$ cat src/rtl/als_sensor_emulator.sv
// SPI ambient-light sensor emulator (ADC081S021-style serial frame).
// SCK/CS are resynchronised to the system clock before any use.
module als_sensor_emulator #(
  parameter int SYNC_STAGES = 2,
  parameter int FRAME_BITS  = 16
) (
  input  logic       i_system_clock,
  input  logic       i_aresetn,
  input  logic       i_sclk,
  input  logic       i_cs,
  input  logic [7:0] i_value,
  output logic       o_sdo,
  output logic       o_sdo_en,
  output logic       o_frame_done,
  output logic       o_frame_abort,
  output logic [7:0] o_frame_count
);

  typedef enum logic [1:0] {
    IDLE,
    ARMED,
    SHIFT
  } state_t;

  localparam int         DONE_AT = FRAME_BITS - 1;
  localparam logic [4:0] CNT_MAX = 5'd16;

  logic [SYNC_STAGES-1:0] sclk_sync_q, sclk_sync_d;
  logic [SYNC_STAGES-1:0] cs_sync_q, cs_sync_d;
  logic [SYNC_STAGES:0]   warm_q, warm_d;
  logic                   sclk_prev_q, sclk_prev_d;
  logic                   cs_prev_q, cs_prev_d;

  state_t      state_q, state_d;
  logic [4:0]  cnt_q, cnt_d;
  logic [7:0]  shreg_q, shreg_d;
  logic        done_q, done_d;
  logic        abort_q, abort_d;
  logic [7:0]  count_q, count_d;

  logic        sclk_s, cs_s;
  logic        sclk_fall, cs_fall, cs_rise;
  logic        sync_ok;
  logic [2:0]  bit_idx;
  logic        in_data;

  // Synchroniser shift and edge-detect history; warm_q marks
  // when the CS chain holds real samples rather than reset values.
  always_comb begin
    sclk_sync_d = {sclk_sync_q[SYNC_STAGES-2:0], i_sclk};
    cs_sync_d   = {cs_sync_q[SYNC_STAGES-2:0], i_cs};
    warm_d      = {warm_q[SYNC_STAGES-1:0], 1'b1};
    sclk_prev_d = sclk_sync_q[SYNC_STAGES-1];
    cs_prev_d   = cs_sync_q[SYNC_STAGES-1];
  end

  assign sclk_s    = sclk_sync_q[SYNC_STAGES-1];
  assign cs_s      = cs_sync_q[SYNC_STAGES-1];
  assign sync_ok   = warm_q[SYNC_STAGES];
  assign sclk_fall = sclk_prev_q & ~sclk_s;
  assign cs_fall   = cs_prev_q & ~cs_s;
  assign cs_rise   = ~cs_prev_q & cs_s;

  // Frame FSM: next state, bit counter, latch and frame pulses.
  always_comb begin
    state_d = state_q;
    cnt_d   = cnt_q;
    shreg_d = shreg_q;
    done_d  = 1'b0;
    abort_d = 1'b0;
    count_d = count_q;
    unique case (state_q)
      IDLE: begin
        if (sync_ok && cs_s) begin
          state_d = ARMED;
        end
      end
      ARMED: begin
        if (cs_fall) begin
          state_d = SHIFT;
          shreg_d = i_value;
          cnt_d   = 5'd0;
        end
      end
      SHIFT: begin
        if (cs_rise) begin
          state_d = ARMED;
          if (int'(cnt_q) >= DONE_AT) begin
            done_d  = 1'b1;
            count_d = count_q + 8'd1;
          end else begin
            abort_d = 1'b1;
          end
        end else if (sclk_fall) begin
          if (cnt_q != CNT_MAX) begin
            cnt_d = cnt_q + 5'd1;
          end
        end
      end
      default: state_d = IDLE;
    endcase
  end

  // State registers with synchronous active-low reset.
  always_ff @(posedge i_system_clock) begin
    if (!i_aresetn) begin
      sclk_sync_q <= '0;
      cs_sync_q   <= '1;
      warm_q      <= '0;
      sclk_prev_q <= 1'b0;
      cs_prev_q   <= 1'b1;
      state_q     <= IDLE;
      cnt_q       <= 5'd0;
      shreg_q     <= 8'h00;
      done_q      <= 1'b0;
      abort_q     <= 1'b0;
      count_q     <= 8'h00;
    end else begin
      sclk_sync_q <= sclk_sync_d;
      cs_sync_q   <= cs_sync_d;
      warm_q      <= warm_d;
      sclk_prev_q <= sclk_prev_d;
      cs_prev_q   <= cs_prev_d;
      state_q     <= state_d;
      cnt_q       <= cnt_d;
      shreg_q     <= shreg_d;
      done_q      <= done_d;
      abort_q     <= abort_d;
      count_q     <= count_d;
    end
  end

  // Serial data: three leading zeros, 8 data bits MSB first, then zeros.
  always_comb begin
    bit_idx  = 3'(5'd10 - cnt_q);
    in_data  = (cnt_q >= 5'd3) && (cnt_q <= 5'd10);
    o_sdo_en = (state_q == SHIFT);
    o_sdo    = 1'b0;
    if (o_sdo_en && in_data) begin
      o_sdo = shreg_q[bit_idx];
    end
  end

  assign o_frame_done  = done_q;
  assign o_frame_abort = abort_q;
  assign o_frame_count = count_q;

endmodule
$ cat config.mk
export PLATFORM = sky130hd
export DESIGN_NAME = als_sensor_emulator
export DESIGN_NICKNAME = d
export VERILOG_FILES = /design/src/rtl/als_sensor_emulator.sv
export SDC_FILE = /design/constraint.sdc
export NUM_CORES = 1
export LEC_CHECK = 0
export BUFFER_PORTS_ARGS = -buffer_cell sky130_fd_sc_hd__buf_4
export CORE_MARGIN = 2
export CORE_UTILIZATION = 30
export CTS_BUF_LIST = sky130_fd_sc_hd__clkbuf_2
export CTS_CLUSTER_SIZE = 14
export DETAILED_ROUTE_END_ITERATION = 7
export MAX_ROUTING_LAYER = met4
export PLACE_DENSITY = 0.6
export SLEW_MARGIN = 25
export SYNTH_ARGS = -nofsm -noshare
export SYNTH_HDL_FRONTEND = slang
export SYNTH_SLANG_ARGS = --single-unit
export TNS_END_PERCENT = 20
$ cat constraint.sdc
create_clock -name i_system_clock -period 1.7 [get_ports i_system_clock]
set_clock_uncertainty 0.2 [all_clocks]
set_input_delay 0.17 -clock i_system_clock [delete_from_list [all_inputs] [get_ports i_system_clock]]
set_output_delay 0.17 -clock i_system_clock [all_outputs]
set_load 0.03 [all_outputs]
### Word-level counts from Yosys, hierarchy flattened

Cells that the tools add are included.

| operators by class | value |
|---|---|
| add/subtract/negate cells | 3 |
| order comparisons | 4 |
| equal/unequal tests | 9 |
| mux-type cells | 15 |
| bitwise gates (word level) | 6 |
| reduce and logical (&&, ||, !) cells | 10 |

Operators by type and width:

| cell | count |
|---|---|
| $mux W5 | 4 |
| $pmux W5 S2 | 1 |
| $reduce_and A3 Y1 | 3 |
| $add A8 B1 Y8 const B | 1 |
| $mux W2 | 3 |
| $ne A2 B1 Y1 const B | 3 |
| $ne A2 B2 Y1 const B | 3 |
| $pmux W2 S3 | 1 |
| $add A5 B1 Y5 const B | 1 |
| $ge A5 B2 Y1 const B | 1 |
| $ge A5 B4 Y1 const B | 1 |
| $le A5 B4 Y1 const B | 1 |
| $mux W1 | 5 |
| $ne A5 B5 Y1 const B | 1 |
| $reduce_and A5 Y1 | 1 |
| $lt A3 B4 Y1 const B | 1 |
| $and A1 B1 Y1 | 3 |
| $bmux W1 S3 | 1 |
| $logic_and A1 B1 Y1 | 3 |
| $not A1 Y1 | 3 |
| $sub A2 B3 Y3 const A | 1 |
| $eq A2 B1 Y1 const B | 1 |
| $eq A2 B2 Y1 const B | 1 |
| $logic_not A2 Y1 | 1 |
| 2 further kinds | 2 |

| word-level totals | value |
|---|---|
| register bits | 34 |
| input bits | 12 |
| output and inout port bits | 12 |
| logic and storage cells | 59 |

### Logic depth before layout (Yosys ltp)

Gate-level depths: netlist of the first run.

| depth | value |
|---|---|
| depth after elaboration | 5 |
| mapped depth | 7 |
| gate-level depth less buffers | 7 |

### Least setup slack after synthesis of the first run

No wires, ideal clock.

| timing | value |
|---|---|
| path type | flip-flop to output port |
| start point | reg cnt_q[0] |
| end point | out o_sdo |
| data arrival time | 1.838 ns |
| data required time | 1.330 ns |
| slack | -0.508 ns |
| stages on the path, launching flop included | 7 |
| path through | dfxtp_1 buf_2 inv_1 ha_1 mux4_2 mux2i_1 nor3_1 |

| on the way | value |
|---|---|
| longest elaborated chain between the ends | 4 |
| elaborated cells on any way between the ends | 8 |

RTL lines:

| item | RTL line | RTL |
|---|---|---|
| start, declared | 35 | `logic [4:0] cnt_q, cnt_d;` |
| start signal, assigned | 125 | `cnt_q <= cnt_d;` |
| $sub A2 B3 Y3 (tied with other cells) | 135 | `bit_idx = 3'(5'd10 - cnt_q);` |
| $bmux W1 S3 or $logic_and A1 B1 Y1 (tied branches) | 140, 136 |  |
| $mux W1 (not written as such) or $logic_and A1 B1 Y1 (tied branches) | 140, 139 |  |
| $mux W1 * | 139 | `if (o_sdo_en && in_data) begin` |
| end, declared | 12 | `output logic o_sdo,` |

Every way passes the cells marked *; elsewhere a longest branch is shown, timed or not. The select of a mux whose other input is x is not followed.

### Worst setup path after layout of the first run

Same ends and word-level chain as after synthesis.

==> metrics, run 1 <==
Synth Net Count=171; fraction of layout cells with a size suffix above 1=0.344; Root Driver=clkbuf_2; CP arrival=1.79 ns; Pins Over Slew Limit=0; worst hold stages=1; Pwr Total=about 0.0012 W; register area=approximately 690 um2; H-Tree Depth=2; gr usage total=0.123; minimum clock period=about 2.2 ns; Seq/Total Area, Yosys=0.437; drt first pass iters=4; DIE HEIGHT=76.1 um; Diodes inserted=0; multi-input logic area=923 um2; Site Rows=26; ys async rst share=0; Via-to-Cell Ratio=4.38; routability cong.=~0.75; clk buf depth=2; I/O Buffers=23; fillers=approximately 540; yosys warns=0; worst min-delay path class=reg -> reg; Synth area leaders=dfxtp_1 (44%), mux2i_1 (9.6%), nor2b_1 (4.8%), and2_1 (4.4%), ha_1 (4.0%); maxcap violations=0; Crit. End Element=primary output; DR iter-0 viols=38; CP Launch Type=flip-flop; Critical Path RT=around 1.3 ns; CP Max Fanout=4; pwr/cell area=562 nW/um2; Final WS setup=-0.463 ns; GR Overflow Total=0; vias after detailed routing=approximately 1,200; status=finished, violations left; CTS clock-pin slew for the worst setup and hold paths=0.16 ns; relative slew slack=0.765; EDFF count, synth=0; first-pass GRT wire length=5.50 mm; hpwl dp=between 2 and 2.5 mm; Worst-Margin Slew=0.351 ns; Core ar.=~5100 um2; vias in the first global route=about 1,200; share of the clock period used by the worst path=1.27; Non-Filler Instances=279; post-synth top area share=0.437; Seq cells post-synth=34; Syn Inst Count=around 150; failing checks=setup timing; Die X-Extent=roughly 76 um; post-route ant nets=0; Fmax=between 400 and 500 MHz; Syn-to-layout area delta=42.6%; initial antenna violation count=0; final hold viol count=0; syn avg cell area=slightly above 10 um2; clk sinks=34; DR DRC count=0; Leak=around 0.90 nW; largest net degree at the start of global routing=42; drt total wl=between 3 and 4 mm; most common cell after layout, fill and taps aside=buf_4; Starting Density=0.307; CTS tree=done; synthesized area=between 1500 and 2000 um2; R2R cell count=7; I/O Pins=24; most frequent cells in the layout=buf_4 (39), dfxtp_1 (29), mux2i_1 (14); Main synth FF type=dfxtp_1; Placed Instances=between 200 and 300; cell taking the most area after synthesis=dfxtp_1; maximum VDD drop=around 0.31 mV; crit path kind=reg -> out; Synth cell types=40; WL/cell=between 10 and 15 um; number of CTS-inserted buffers=5; Clk Latency, worst-skew pair=about 0.36 ns; setup violators final=7; RSZ-0062 raised after global routing=yes; Net count, final=between 200 and 250; die area=5790 um2
==> final cells by class <==
type | instances | share of cell area
Inverter | 5 | 0.0107
Multi-Input combinational cell | 108 | 0.415
Tap cell | 70 | 0.0394
Sequential cell | 34 | 0.312
Clock inverter | 2 | 0.00394
Clock buffer | 6 | 0.0135
Timing Repair Buffer | 54 | 0.205
==> flip-flops by register name (all words and copies together), names as in the netlist <==
register and cells:
o_frame_count 8, warm_q 3, state_q 2, sclk_sync_q 2, o_frame_abort 1, cnt_q 5
sclk_prev_q 1, cs_prev_q 1, shreg_q 8, cs_sync_q 2, o_frame_done 1
==> worst paths after layout <==
| check | slack (ns) | to | from |
|---|---|---|---|
| worst max-delay path | -0.46 | o_sdo | cnt_q[0] |
| worst min-delay path | 0.23 | cs_sync_q[1] | cs_sync_q[0] |
| worst max register to register | -0.05 | o_frame_count[7] | cnt_q[0] |
| worst min register to register | 0.23 | cs_sync_q[1] | cs_sync_q[0] |
==> stage by stage <==
step                instance area [um2]   util  hold slack [ns]  setup slack, ns  setup TNS (ns)
floorplan                          1660      -         -0.00228          -0.0308          -0.129
global placement                   2010  0.397            0.152           -0.122          -0.597
detailed placement                 2010  0.397            0.157           -0.159          -0.784
CTS                                2200  0.434            0.235           -0.505          -0.745
global route                       2220  0.438            0.264           -0.553           -1.64
finish                             2220  0.438            0.230           -0.463          -0.602
==> synthesized netlist by cell type, types with 2 or more instances <==
cell type	instances
mux4_2	2
and3_1	2
o22ai_1	2
o21ai_0	3
a21oi_1	3
nor3_1	2
buf_2	2
nand3_1	4
and2_1	11
dfxtp_1	34
ha_1	5
nand2b_1	9
xor2_1	3
nor2_1	2
nor2b_1	12
mux2i_1	15
nand4_1	5
nand2_1	10
inv_1	4
clkbuf_1	4
==> timing repair <==
item                                    in CTS  in global routing
setup buffers                                1                  0
cloned                                       0                  0
hold endpoints to repair                    15                  0
hold buffers                                12                  0
pin swaps                                    7                  4
endpoints found under the setup margin       9                 13
resized for setup                            5                  9
==> metal layers <==
layer  GRT usage  wire length, um  share of wire
met1       0.149             1510           0.49
met2       0.188             1390           0.45
met3      0.0355               82          0.027
met4      0.0600               72          0.024
met5           -                0              0
==> critical path, cell delays in order (launching register included) <==
cell	delay [ns]
dfxtp_4	0.43
inv_4	0.05
ha_4	0.27
mux4_2	0.29
mux2i_2	0.21
nor3_4	0.05
buf_6	0.13
==> power breakdown <==
| group | total (W) | switching, W | leakage [nW] | internal [W] |
|---|---|---|---|---|
| clock | 0.000358 | 0.000257 | 0.0304 | 0.000101 |
| sequential | 0.000810 | 0.00000518 | 0.278 | 0.000805 |
| combinational | 0.0000816 | 0.0000295 | 0.587 | 0.0000521 |
| total | 0.00125 | 0.000291 | 0.895 | 0.000959 |
==> kinds of logic (layout without fill, tap and decap cells) <==
group,Yosys count,count (layout),synth area share
fa+ha+maj,5,5,0.0401
flops,34,34,0.437
compound gates,17,17,0.0883
mux,17,17,0.125
xor+xnor,4,4,0.0225
simple gates,65,65,0.252
buf+inv,12,67,0.0353
(Power assumes the default switching activity.)
==> run 2, diff against run 1 <==
REMOVE_ABC_BUFFERS = 1   (was unset)
==> metrics, run 2 (synthesis gave the netlist of run 1 again) <==
first-pass GRT wire length=4.97 mm (-9.7%); routability cong.=0.817 (+9.6%); final hold viol count=0 (unchanged); WL/cell=10.6 um (-3.5%); worst hold slack=0.226 ns (-0.00415 ns); Comb power frac=0.058 (-0.007); failing checks=setup timing; Post-CTS Setup Bufs=0 (-1); DIE HEIGHT=76.1 um (unchanged); GR Overflow Total=0 (unchanged); status=finished, violations left; Site Rows=26 (unchanged); maxcap violations=0 (unchanged); CP arrival=1.79 ns (about the same); setup violators final=10 (+3); Clk Latency, worst-skew pair=0.35 ns (about the same); CP Max Fanout=4 (unchanged); fraction of layout cells with a size suffix above 1=0.309 (-0.0353); Starting Density=0.307 (unchanged); RSZ-0062 raised after global routing=yes; crit path kind=reg -> out; Leak=0.880 nW (-1.7%); I/O Pins=24 (unchanged); Diodes inserted=0 (unchanged); Switching Share=0.211 (-0.0217); post-place setup slack=-0.267 ns (-0.108 ns); DR iter-0 viols=89 (+130%); Pint=0.00110 W (+14%); vias after detailed routing=1,236 (+1.2%); Core ar.=5070 um2 (unchanged); design area=2160 um2 (-2.6%); number of CTS-inserted buffers=5 (unchanged); Net count, final=224 (-0.44%); share of the clock period used by the worst path=1.27 (-0.00358); Root Driver=clkbuf_2; clock power share=0.358 (+0.072); worst min-delay path class=reg -> reg; vias in the first global route=1,111 (-9.5%); maximum VDD drop=0.323 mV (+2.8%); I/O Buffers=23 (unchanged); Fmax=464 MHz (+0.28%); relative slew slack=0.762 (-0.00363); largest net degree at the start of global routing=42 (unchanged); CP Launch Type=flip-flop; Syn-to-layout area delta=38.8%; clk sinks=34 (unchanged); Crit. End Element=primary output; gr usage total=0.107 (-0.0155); clk buf depth=2 (unchanged); Die X-Extent=76.1 um (unchanged); Final WS setup=-0.457 ns (+0.00608 ns); minimum clock period=2.16 ns (-0.00608 ns); drt total wl=2.93 mm (-4.2%); most common cell after layout, fill and taps aside=buf_4; drt first pass iters=4 (unchanged); CTS clock-pin slew for the worst setup and hold paths=0.16 ns (about the same); Critical Path RT=1.33 ns (about the same); pwr/cell area=642 nW/um2 (+14%); H-Tree Depth=2 (unchanged); CTS tree=done; DR DRC count=0 (unchanged); fillers=522 (-2.6%); Flop pwr share=0.584 (-0.064); initial antenna violation count=0 (unchanged); Via-to-Cell Ratio=4.46 (+2.0%); die area=5790 um2 (unchanged); NetSw=0.000294 W (+0.84%); Worst-Margin Slew=0.355 ns (+0.00431 ns); instance area at placement=1920 um2 (-4.7%); Pins Over Slew Limit=0 (unchanged); most frequent cells in the layout=buf_4 (39), dfxtp_1 (30), mux2i_1 (15); post-route ant nets=0 (unchanged); hpwl dp=2.05 mm (-3.8%)
-- run 2: layout make-up --
type	instances	area, um2	area share
Multi-Input combinational cell	108	871	0.402
Clock buffer	5	25.0	0.0116
Timing Repair Buffer	53	435	0.201
Inverter	5	21.3	0.00983
Tap cell	70	87.6	0.0405
Clock inverter	2	33.8	0.0156
Sequential cell	34	691	0.319
-- run 2: power groups by stage --
| stage | logic [W] | registers (W) | clock network (W) |
|---|---|---|---|
| 2_1_floorplan | 0.0000244 | 0.000830 | 0 |
| 3_5_place_dp | 0.0000594 | 0.000831 | 0 |
| 5_1_grt | 0.0000882 | 0.000815 | 0.000547 |
| 3_3_place_gp | 0.0000587 | 0.000831 | 0 |
| 4_1_cts | 0.0000811 | 0.000813 | 0.000516 |
| 6_report | 0.0000802 | 0.000812 | 0.000498 |
-- run 2: final timing paths --
path	from	endpoint	slack [ns]	cells past startpoint
min reg2reg	cs_sync_q[0]	cs_sync_q[1]	0.23	1
max reg2reg	cnt_q[0]	o_frame_count[7]	-0.19	8
min	cs_sync_q[0]	cs_sync_q[1]	0.23	1
max	cnt_q[0]	o_sdo	-0.46	5
-- run 2: metrics by stage --
step,util,instances,TNS (ns),total power [W]
6_report,0.427,277,-1.55,0.00139
5_1_grt,0.427,277,-2.80,0.00145
4_1_cts,0.419,277,-1.52,0.00141
3_5_place_dp,0.378,258,-2.06,0.000891
3_3_place_gp,0.378,258,-1.65,0.000890
2_1_floorplan,-,147,-2.76,0.000854
-- run 2: critical path, cell delays in order, from the launching register on --
cell	delay, ns
dfxtp_4	0.41
buf_6	0.11
mux4_2	0.49
mux2i_1	0.18
nor3_2	0.06
buf_4	0.17
-- run 2: metal layers --
layer / vias to the layer above / routed length, um / global-route usage
met5: - / 0 / -
li1: 647 / - / -
met1: 565 / 1460 / 0.136
met4: 0 / 52 / 0.0436
met3: 7 / 95 / 0.0344
met2: 17 / 1310 / 0.160
-- run 2: timing repair --
item	4_1_cts	5_1_grt
endpoints found under the hold margin	13	0
setup endpoints to repair	10	13
gates resized for setup	9	10
hold buffers	12	0
pin swaps	3	4
==> run 3, diff against run 2 <==
SETUP_SLACK_MARGIN = 0.3   (was unset)
==> metrics, run 3 (synthesis gave the netlist of run 1 again) <==
Via-to-Cell Ratio=4.46 (about the same); max incr delay on CP=0.49 ns (about the same); H-Tree Depth=2 (unchanged); vias after detailed routing=1,231 (-0.40%); Pins Over Slew Limit=0 (unchanged); crit path kind=reg -> out; post-place setup slack=-0.267 ns (unchanged); number of CTS-inserted buffers=5 (unchanged); maxcap violations=0 (unchanged); drt total wl=2.94 mm (+0.31%); Non-Filler Instances=276 (-0.36%); post-route ant nets=0 (unchanged); RSZ-0062 raised after global routing=yes; Root Driver=clkbuf_2; Leak=0.884 nW (+0.43%); crit-path cells=buf_6 > mux4_2 > mux2i_1 > nor3_2 > buf_4; first-pass GRT wire length=5.00 mm (+0.54%); initial antenna violation count=0 (unchanged); Placed Instances=258 (unchanged); I/O Buffers=23 (unchanged); failing checks=setup timing; Fmax=464 MHz (about the same); largest net degree at the start of global routing=42 (unchanged); pwr/cell area=639 nW/um2 (-0.52%); DIE HEIGHT=76.1 um (unchanged); minimum clock period=2.16 ns (-0.00129 ns); most frequent cells in the layout=buf_4 (36), dfxtp_1 (28), mux2i_1 (15); Syn-to-layout area delta=39.5%; I/O Pins=24 (unchanged); CP Launch Type=flip-flop; slowest CP cell=mux4_2; DR iter-0 viols=99 (+11%); setup tns final=-1.55 ns (-0.00239 ns); DR DRC count=0 (unchanged); maximum VDD drop=0.323 mV (about the same); worst min-delay path class=reg -> reg; Clk Latency, worst-skew pair=0.35 ns (about the same); Core ar.=5070 um2 (unchanged); CP arrival=1.79 ns (about the same); Crit. End Element=primary output; die area=5790 um2 (unchanged); GR Overflow Total=0 (unchanged); CTS tree=done; drt first pass iters=4 (unchanged); CP Max Fanout=4 (unchanged); Critical Path RT=1.33 ns (about the same); gr usage total=0.108 (+0.000259); setup violators final=10 (unchanged); CP delay by family, top=multiplexers; final core occ=0.429 (+0.00197); CP Buf/Inv Count=2 (unchanged); WL/cell=10.6 um (+0.67%); Post-CTS Setup Bufs=0 (unchanged); most common cell after layout, fill and taps aside=buf_4; fraction of layout cells with a size suffix above 1=0.325 (+0.0161); Final WS setup=-0.456 ns (+0.00129 ns); worst hold slack=0.225 ns (-0.000975 ns); CTS clock-pin slew for the worst setup and hold paths=0.16 ns (about the same); Diodes inserted=0 (unchanged); status=finished, violations left; Starting Density=0.307 (unchanged); clk buf depth=2 (unchanged); Worst-Margin Slew=0.350 ns (-0.00546 ns); routability cong.=0.817 (unchanged); clk sinks=34 (unchanged); vias in the first global route=1,106 (-0.45%); relative slew slack=0.765 (+0.00366); final hold viol count=0 (unchanged); Die X-Extent=76.1 um (unchanged); Site Rows=26 (unchanged); hpwl dp=2.05 mm (unchanged); Net count, final=223 (-0.45%); share of the clock period used by the worst path=1.27 (about the same)
-- run 3: per-stage QoR --
step / instance area, um2 / power, W
3_3_place_gp: 1920 / 0.000890
5_1_grt: 2170 / 0.00145
2_1_floorplan: 1520 / 0.000854
6_report: 2170 / 0.00139
3_5_place_dp: 1920 / 0.000891
4_1_cts: 2140 / 0.00141
-- run 3: final cells by class --
type	instances	area, um2
multi-input cells	108	876
clock inverters	2	33.8
inverters	5	21.3
clock buffers	5	25.0
flip-flops and latches	34	691
well taps	70	87.6
repair buffers	52	440
fillers	519	2900
-- run 3: worst paths after layout --
check | cells after the start | slack (ns) | start | end
worst max-delay path | 5 | -0.46 | cnt_q[0] | o_sdo
worst min-delay path | 1 | 0.22 | cs_sync_q[0] | cs_sync_q[1]
worst max register to register | 8 | -0.19 | cnt_q[0] | o_frame_count[7]
worst min register to register | 1 | 0.22 | cs_sync_q[0] | cs_sync_q[1]
-- run 3: routing by layer --
layer	global-route usage	vias up	wire [um]
met5	-	-	0
met4	0.0436	0	52
met3	0.0344	7	95
met2	0.159	17	1330
met1	0.137	564	1460
li1	-	643	-
-- run 3: repair_timing --
action / in CTS / in global routing
setup endpoints to repair: 29 / 30
pin swaps: 7 / 5
resized for setup: 19 / 6
hold buffers: 11 / 0
endpoints found under the hold margin: 13 / 0
-- run 3: where the power goes --
group | total, W | leakage [nW] | switching [W] | internal, W
combinational | 0.0000792 | 0.569 | 0.0000282 | 0.0000510
sequential | 0.000813 | 0.278 | 0.00000515 | 0.000808
clock | 0.000497 | 0.0365 | 0.000260 | 0.000237
